==> src/rtl/util_dac_diff_buf.sv <==
// util_dac_diff_buf: maps per-channel differential pairs to DAC codes, packs the channels into one word,
// queues it in a first-word-fall-through FIFO and tracks per-channel line idle.
module util_dac_diff_buf #(
    parameter int                    CHANNELS    = 2,
    parameter int                    BYTE_WIDTH  = 16,
    parameter logic [BYTE_WIDTH-1:0] ONEZERO_OUT = 16'h7FFF,
    parameter logic [BYTE_WIDTH-1:0] ZEROONE_OUT = 16'h8000,
    parameter logic [BYTE_WIDTH-1:0] SAME_OUT    = '0,
    parameter int                    FIFO_DEPTH  = 16,
    parameter int                    IDLE_COUNT  = 8
) (
    input  logic                           clk,
    input  logic                           rstn,
    input  logic [2*CHANNELS-1:0]          diff_in,
    input  logic                           diff_en,
    output logic [BYTE_WIDTH*CHANNELS-1:0] rd_data,
    output logic                           rd_valid,
    input  logic                           rd_ready,
    output logic                           rd_dunf,
    output logic                           wr_ovf,
    output logic [CHANNELS-1:0]            idle,
    output logic [$clog2(FIFO_DEPTH):0]    level
);
    localparam int W  = BYTE_WIDTH * CHANNELS;
    localparam int AW = $clog2(FIFO_DEPTH);
    localparam int LW = AW + 1;
    localparam int CW = $clog2(IDLE_COUNT + 1);

    logic [W-1:0]    stage_q, stage_d, map_w;
    logic            stage_vld_q, stage_vld_d;
    logic [W-1:0]    mem_q [FIFO_DEPTH];
    logic [AW-1:0]   wr_ptr_q, wr_ptr_d, rd_ptr_q, rd_ptr_d;
    logic [LW-1:0]   level_q, level_d;
    logic            ovf_q, ovf_d, dunf_q, dunf_d;
    logic [CW-1:0]   icnt_q [CHANNELS];
    logic [CW-1:0]   icnt_d [CHANNELS];
    logic [CHANNELS-1:0] idle_q, idle_d;
    logic            push, pop, full;

    assign rd_valid = (level_q != '0);
    assign full     = (level_q == LW'(FIFO_DEPTH));
    assign pop      = rd_valid && rd_ready;
    // A full FIFO still accepts the stage word when the head leaves on the same edge.
    assign push     = stage_vld_q && (!full || pop);
    assign rd_data  = rd_valid ? mem_q[rd_ptr_q] : '0;
    assign rd_dunf  = dunf_q;
    assign wr_ovf   = ovf_q;
    assign idle     = idle_q;
    assign level    = level_q;

    always_comb begin
        map_w       = '0;
        icnt_d      = icnt_q;
        idle_d      = idle_q;
        for (int c = 0; c < CHANNELS; c++) begin
            map_w[BYTE_WIDTH*c +: BYTE_WIDTH] = (diff_in[2*c +: 2] == 2'b10) ? ONEZERO_OUT :
                                                (diff_in[2*c +: 2] == 2'b01) ? ZEROONE_OUT : SAME_OUT;
            if (diff_en) begin
                if (diff_in[2*c+1] ^ diff_in[2*c]) begin
                    icnt_d[c] = CW'(IDLE_COUNT);
                    idle_d[c] = 1'b0;
                end else begin
                    icnt_d[c] = (icnt_q[c] == '0) ? '0 : icnt_q[c] - CW'(1);
                    idle_d[c] = idle_q[c] | (icnt_q[c] <= CW'(1));
                end
            end
        end
        stage_d     = diff_en ? map_w : stage_q;
        stage_vld_d = diff_en;
        wr_ptr_d    = wr_ptr_q + AW'(push);
        rd_ptr_d    = rd_ptr_q + AW'(pop);
        level_d     = level_q + LW'(push) - LW'(pop);
        ovf_d       = ovf_q | (stage_vld_q && full && !pop);
        dunf_d      = rd_ready && !rd_valid;
    end

    always_ff @(posedge clk or negedge rstn) begin
        if (!rstn) begin
            stage_q     <= '0;
            stage_vld_q <= 1'b0;
            wr_ptr_q    <= '0;
            rd_ptr_q    <= '0;
            level_q     <= '0;
            ovf_q       <= 1'b0;
            dunf_q      <= 1'b0;
            idle_q      <= '1;
            for (int c = 0; c < CHANNELS; c++) icnt_q[c] <= CW'(IDLE_COUNT);
        end else begin
            stage_q     <= stage_d;
            stage_vld_q <= stage_vld_d;
            wr_ptr_q    <= wr_ptr_d;
            rd_ptr_q    <= rd_ptr_d;
            level_q     <= level_d;
            ovf_q       <= ovf_d;
            dunf_q      <= dunf_d;
            idle_q      <= idle_d;
            icnt_q      <= icnt_d;
        end
    end

    // Storage needs no reset: entries are only visible through the occupancy count.
    always_ff @(posedge clk) begin
        if (push) mem_q[wr_ptr_q] <= stage_q;
    end
endmodule

==> config.mk <==
export PLATFORM = sky130hd
export DESIGN_NAME = util_dac_diff_buf
export DESIGN_NICKNAME = d
export VERILOG_FILES = /design/src/rtl/util_dac_diff_buf.sv
export SDC_FILE = /design/constraint.sdc
export NUM_CORES = 1
export LEC_CHECK = 0
export BUFFER_PORTS_ARGS = -buffer_cell sky130_fd_sc_hd__buf_2
export CORE_MARGIN = 4
export CORE_UTILIZATION = 45
export DETAILED_ROUTE_END_ITERATION = 8
export MAX_ROUTING_LAYER = met4
export PLACE_DENSITY = 0.76
export SYNTH_ARGS = -nofsm -noshare
export SYNTH_HDL_FRONTEND = slang
export SYNTH_SLANG_ARGS = --single-unit
==> constraint.sdc <==
create_clock -name clk -period 5.15 [get_ports clk]
set_clock_uncertainty 0.2 [all_clocks]
set_input_delay 0.515 -clock clk [delete_from_list [all_inputs] [get_ports clk]]
set_output_delay 0.515 -clock clk [all_outputs]
set_load 0.005 [all_outputs]
Yosys cells after proc, flatten, opt, wreduce, memory -nomap -nowiden
Memory sizes are Yosys's and may differ from the RTL's.
Index checks and enable logic that the tools add are counted.
{"block": "totals", "mem_bits_rw": 512, "input_bits": 8, "wordCells": 54, "output_inout_bits": 42, "n_memories": 1, "regBits": 58}
{"name": "mem_q", "depth": 16, "width": 32, "read_ports": 1, "rd_ports_with_merged_regs": 0, "write_ports": 1, "line_no": "31", "source": "logic [W-1:0] mem_q [FIFO_DEPTH];"}
{"block": "op_classes", "n_addsub": 6, "n_eq_ne": 5, "n_bitwise": 5, "n_reduce_logical": 12, "muxes": 13, "n_lt_le_gt_ge": 2}
{"op": "$mux 16", "n": 4}
{"op": "$mux 32", "n": 1}
{"op": "$mux 4", "n": 4}
{"op": "$add 4x1->4", "n": 2}
{"op": "$le 4x1->1 const B", "n": 2}
{"op": "$logic_not 4->1", "n": 2}
{"op": "$sub 4x1->4 const B", "n": 2}
{"op": "$add 5x1->5", "n": 1}
{"op": "$eq 5x5->1 const B", "n": 1}
{"op": "$logic_and 1x1->1", "n": 5}
{"op": "$reduce_bool 5->1", "n": 1}
{"op": "$sub 5x1->5", "n": 1}
{"op": "$eq 2x1->1 const B", "n": 2}
{"op": "$eq 2x2->1 const B", "n": 2}
{"op": "$mux 1", "n": 4}
{"op": "$logic_not 1->1", "n": 3}
{"op": "$or 1x1->1", "n": 3}
{"op": "$xor 1x1->1", "n": 2}
{"op": "$logic_or 1x1->1", "n": 1}

Logic depth before layout (Yosys ltp)
{"block": "depth", "ltp_word": 6, "ltp_mapped": 14}

Worst setup path before layout
OpenSTA, ideal clock, no wires.
{"block": "synth_timing", "path_kind": "flip-flop to output port", "startpoint": "register rd_ptr_q[0]", "endpoint": "output port rd_data[17]", "required_ns": 4.435, "arrival_time_ns": 2.297, "slack_ns": 2.138, "path_stages_with_launch": 7, "path_cell_list": "dfrtp_1 buf_4 buf_6 mux4_2 mux2i_1 a211oi_1 buf_4"}
{"block": "synth_between", "elab_chain_cells": 2}
{"element": "from (decl)", "line_no": "32", "source": "logic [AW-1:0] wr_ptr_q, wr_ptr_d, rd_ptr_q, rd_ptr_d;"}
{"element": "from (signal assigned)", "line_no": "92", "source": "rd_ptr_q <= rd_ptr_d;"}
{"element": "$mem_v2 16x32"}
{"element": "$mux 32", "line_no": "45", "source": "assign rd_data = rd_valid ? mem_q[rd_ptr_q] : '0;"}
{"element": "to (decl)", "line_no": "16", "source": "output logic [BYTE_WIDTH*CHANNELS-1:0] rd_data,"}
No other way between the ends.

Worst setup path after layout
{"block": "layout_timing", "startpoint": "register rd_ptr_q[1]", "endpoint": "output port rd_data[21]"}
Same word-level chain as after synthesis.

==> results.sh <==
export IMPL_status="finished, final reports clean"
export IMPL_drtIter0Drc=127
export IMPL_port_buffers=49
export IMPL_tns_ns=0
export IMPL_routed_via_count=2223
export IMPL_tightest_slew_ns=1.09
export IMPL_cts_root_buf="clkbuf_8"
export IMPL_io_pins=50
export IMPL_cp_arrival_ns=3.04
export IMPL_cp_data_required_time_ns=4.43
export IMPL_diodes=0
export IMPL_final_cell_mix="edfxtp_1 (64), buf_2 (49), dfrtp_1 (26), nand2_1 (21), inv_1 (17)"
export IMPL_wire_per_inst_um=16.3
export IMPL_finalHoldViolations=0
export IMPL_multi_input_area_um2=1220
export IMPL_power_total_mw=2.63
export IMPL_fin_cells=424
export IMPL_dieWidth_um=105
export IMPL_row_count=35
export IMPL_p_clk_share_pct=19.5
export IMPL_crit_fanout=18
export IMPL_cell_internal_pwr_mw=1.74
export IMPL_worstSetupPathType="reg2out"
export IMPL_gp_congestion=0.754
export IMPL_dp_cells=407
export IMPL_grt_max_degree=31
export IMPL_cp_start_kind="flop"
export IMPL_grt_use_total_pct=13.4
export IMPL_synthesis_nets=308
export IMPL_pwr_share_comb_pct=35.1
export IMPL_max_vdd_ir_drop_mv=0.215
export IMPL_grt_pass1_vias=2181
export IMPL_ff2ff_setup_slack_ns=1.86
export IMPL_grt_overflow_total=0
export IMPL_yosys_warnings=0
export IMPL_cts_tree="yes"
export IMPL_finalSetupViolCount=0
export IMPL_drc=0
export IMPL_fillCellCount=733
export IMPL_maxSlewHeadroom_pct=26.8
export IMPL_htreeDepth=3
export IMPL_final_common_cell="edfxtp_1"
export IMPL_die_area_um2=11000
export IMPL_synthToLayoutAreaGrowth_pct=8.05
export IMPL_synth_area_um2=4240
export IMPL_register_area_um2=2680
export IMPL_switching_share_pct=33.8
export IMPL_dp_hpwl_mm=4.89
export IMPL_grt_pass1_wl_mm=11.1
export IMPL_vias_per_cell=5.24
export IMPL_power_density_nw_per_um2=573
export IMPL_drive_above_1_share_pct=25.9
export IMPL_cts_buffers=9
export IMPL_period_needed_ns=3.75
export IMPL_core_area_um2=9200
export IMPL_power_switching_uw=887
export IMPL_initial_core_util_pct=46.1
export IMPL_drtPass1Iterations=4
export IMPL_rsz0062_at_grt="no"
export IMPL_fin_crit_sh_pct=72.8
export IMPL_drv_slew=0
export IMPL_syn_avg_cell_area_um2=14.9
export IMPL_clk_pin_slew_ns=0.09
export IMPL_synth_seq_cells=94
export IMPL_clk_path_buf_depth=2
export IMPL_drt_wl_total_mm=6.90
export IMPL_cts_setup_buffers=0
export IMPL_end_kind="output port"
export IMPL_drv_cap=0
export IMPL_ant_nets=0
export IMPL_clock_sinks=94
export IMPL_hp_class="in2reg"
export IMPL_die_h_um=105
export IMPL_seqPwrFrac_pct=45.3
export IMPL_layout_nets=331
export IMPL_worstSkewPairLatency_ns=0.36
export IMPL_antenna_found_initial=0
export IMPL_netlist_instances=285
export IMPL_ys_seq_area_share_pct=63.1
export IMPL_p_leak_nw=1.84
export IMPL_clock_fmax_ghz=0.267
export IMPL_synth_distinct_cells=37
==> cell families (layout without fill, tap and decap cells) <==
| group | Yosys count | count (layout) | share of synthesized area (%) |
|---|---|---|---|
| fa+ha+maj | 15 | 15 | 4.60 |
| xor+xnor | 8 | 8 | 1.65 |
| simple gates | 63 | 63 | 6.90 |
| compound gates | 26 | 26 | 4.22 |
| flops | 94 | 94 | 63.1 |
| mux | 24 | 24 | 11.4 |
| buf+inv | 55 | 83 | 8.11 |
==> power groups by stage <==
stage | Sequential (mW) | Combinational (mW) | Clock (mW)
after floorplan | 1.08 | 0.987 | 0
after global placement | 1.20 | 0.921 | 0
after detailed placement | 1.21 | 0.939 | 0
after CTS | 1.19 | 0.942 | 0.526
after global routing | 1.22 | 1.02 | 0.561
final | 1.19 | 0.923 | 0.513
==> metal layers <==
metal | GRT usage [%] | part of all wire, %
met4 | 7.22 | 2.7
met3 | 1.85 | 4.2
met1 | 16.7 | 45
met5 | - | 0
met2 | 21.3 | 48
==> path summary, 6_finish.rpt <==
path | start | endpoint | cells after the start
worst max-delay path | rd_ptr_q[1] | rd_data[21] | 5
worst min-delay path | rd_ready | rd_dunf | 2
worst max register to register | level[3] | level[4] | 14
worst min register to register | wr_ovf | wr_ovf | 1
max in group asynchronous | rstn | wr_ptr_q[2] | 2
min in group asynchronous | rstn | wr_ovf | 2
==> per-stage QoR <==
| stage | hold WS [ns] | area (um2) | worst slack (ns) | util, % |
|---|---|---|---|---|
| finish | 0.193 | 4580 | 1.40 | 49.8 |
| global route | 0.198 | 4580 | 0.937 | 49.8 |
| CTS | 0.180 | 4580 | 1.25 | 49.8 |
| detailed placement | 0.251 | 4350 | 1.67 | 47.3 |
| global placement | 0.249 | 4350 | 1.76 | 47.3 |
| floorplan | 0.0194 | 4240 | 2.14 | - |
==> state kept, by name, indices dropped and copies added (netlist names) <==
signal and cells:
mem_q 64, icnt_q 8, level 5, rd_ptr_q 4
stage_q 4, wr_ptr_q 4, idle 2, rd_dunf 1
stage_vld_q 1, wr_ovf 1
==> worst max-delay path, cell delays in order, from the launching register on <==
cell,delay [ns]
dfrtp_1,0.91
mux4_2,0.35
nor2b_1,0.16
a211oi_2,0.06
a211oi_1,0.92
buf_2,0.26
==> cells in the mapped netlist, drive strengths merged <==
library cell / number / area [um2]
a211oi: 8 / 65.1
fa: 1 / 20.0
nand4: 2 / 12.5
a21o: 2 / 15.0
a21oi: 6 / 30.0
o31ai: 2 / 15.0
mux2i: 4 / 40.0
nor3: 8 / 40.0
nand3b: 2 / 15.0
dfrtp: 26 / 651
mux2: 4 / 45.0
nand3: 3 / 15.0
buf: 34 / 265
xnor2: 4 / 35.0
inv: 17 / 63.8
and2: 1 / 6.26
mux4: 16 / 398
edfxtp: 64 / 1920
xor2: 4 / 35.0
dfstp: 4 / 105
nor2: 16 / 60.1
or3b: 1 / 8.76
nor2b: 5 / 31.3
o21bai: 1 / 7.51
o21ai: 5 / 28.8
or3: 1 / 6.26
clkbuf: 4 / 15.0
o41ai: 2 / 17.5
ha: 14 / 175
nand2b: 3 / 18.8
nand2: 21 / 78.8
==> layout make-up <==
| class | instances | area share (%) |
|---|---|---|
| inverters | 17 | 1.39 |
| multi-input cells | 136 | 26.6 |
| clock inverters | 2 | 0.382 |
| repair buffers | 50 | 5.57 |
| clock buffers | 14 | 4.59 |
| well taps | 111 | 3.03 |
| flip-flops and latches | 94 | 58.4 |
==> repair_timing <==
action                                 4_1_cts  5_1_grt
endpoints found under the hold margin       24        0
resized for setup                            0        0
hold buffers                                 1        0
Power figures use the tool's default switching activity.
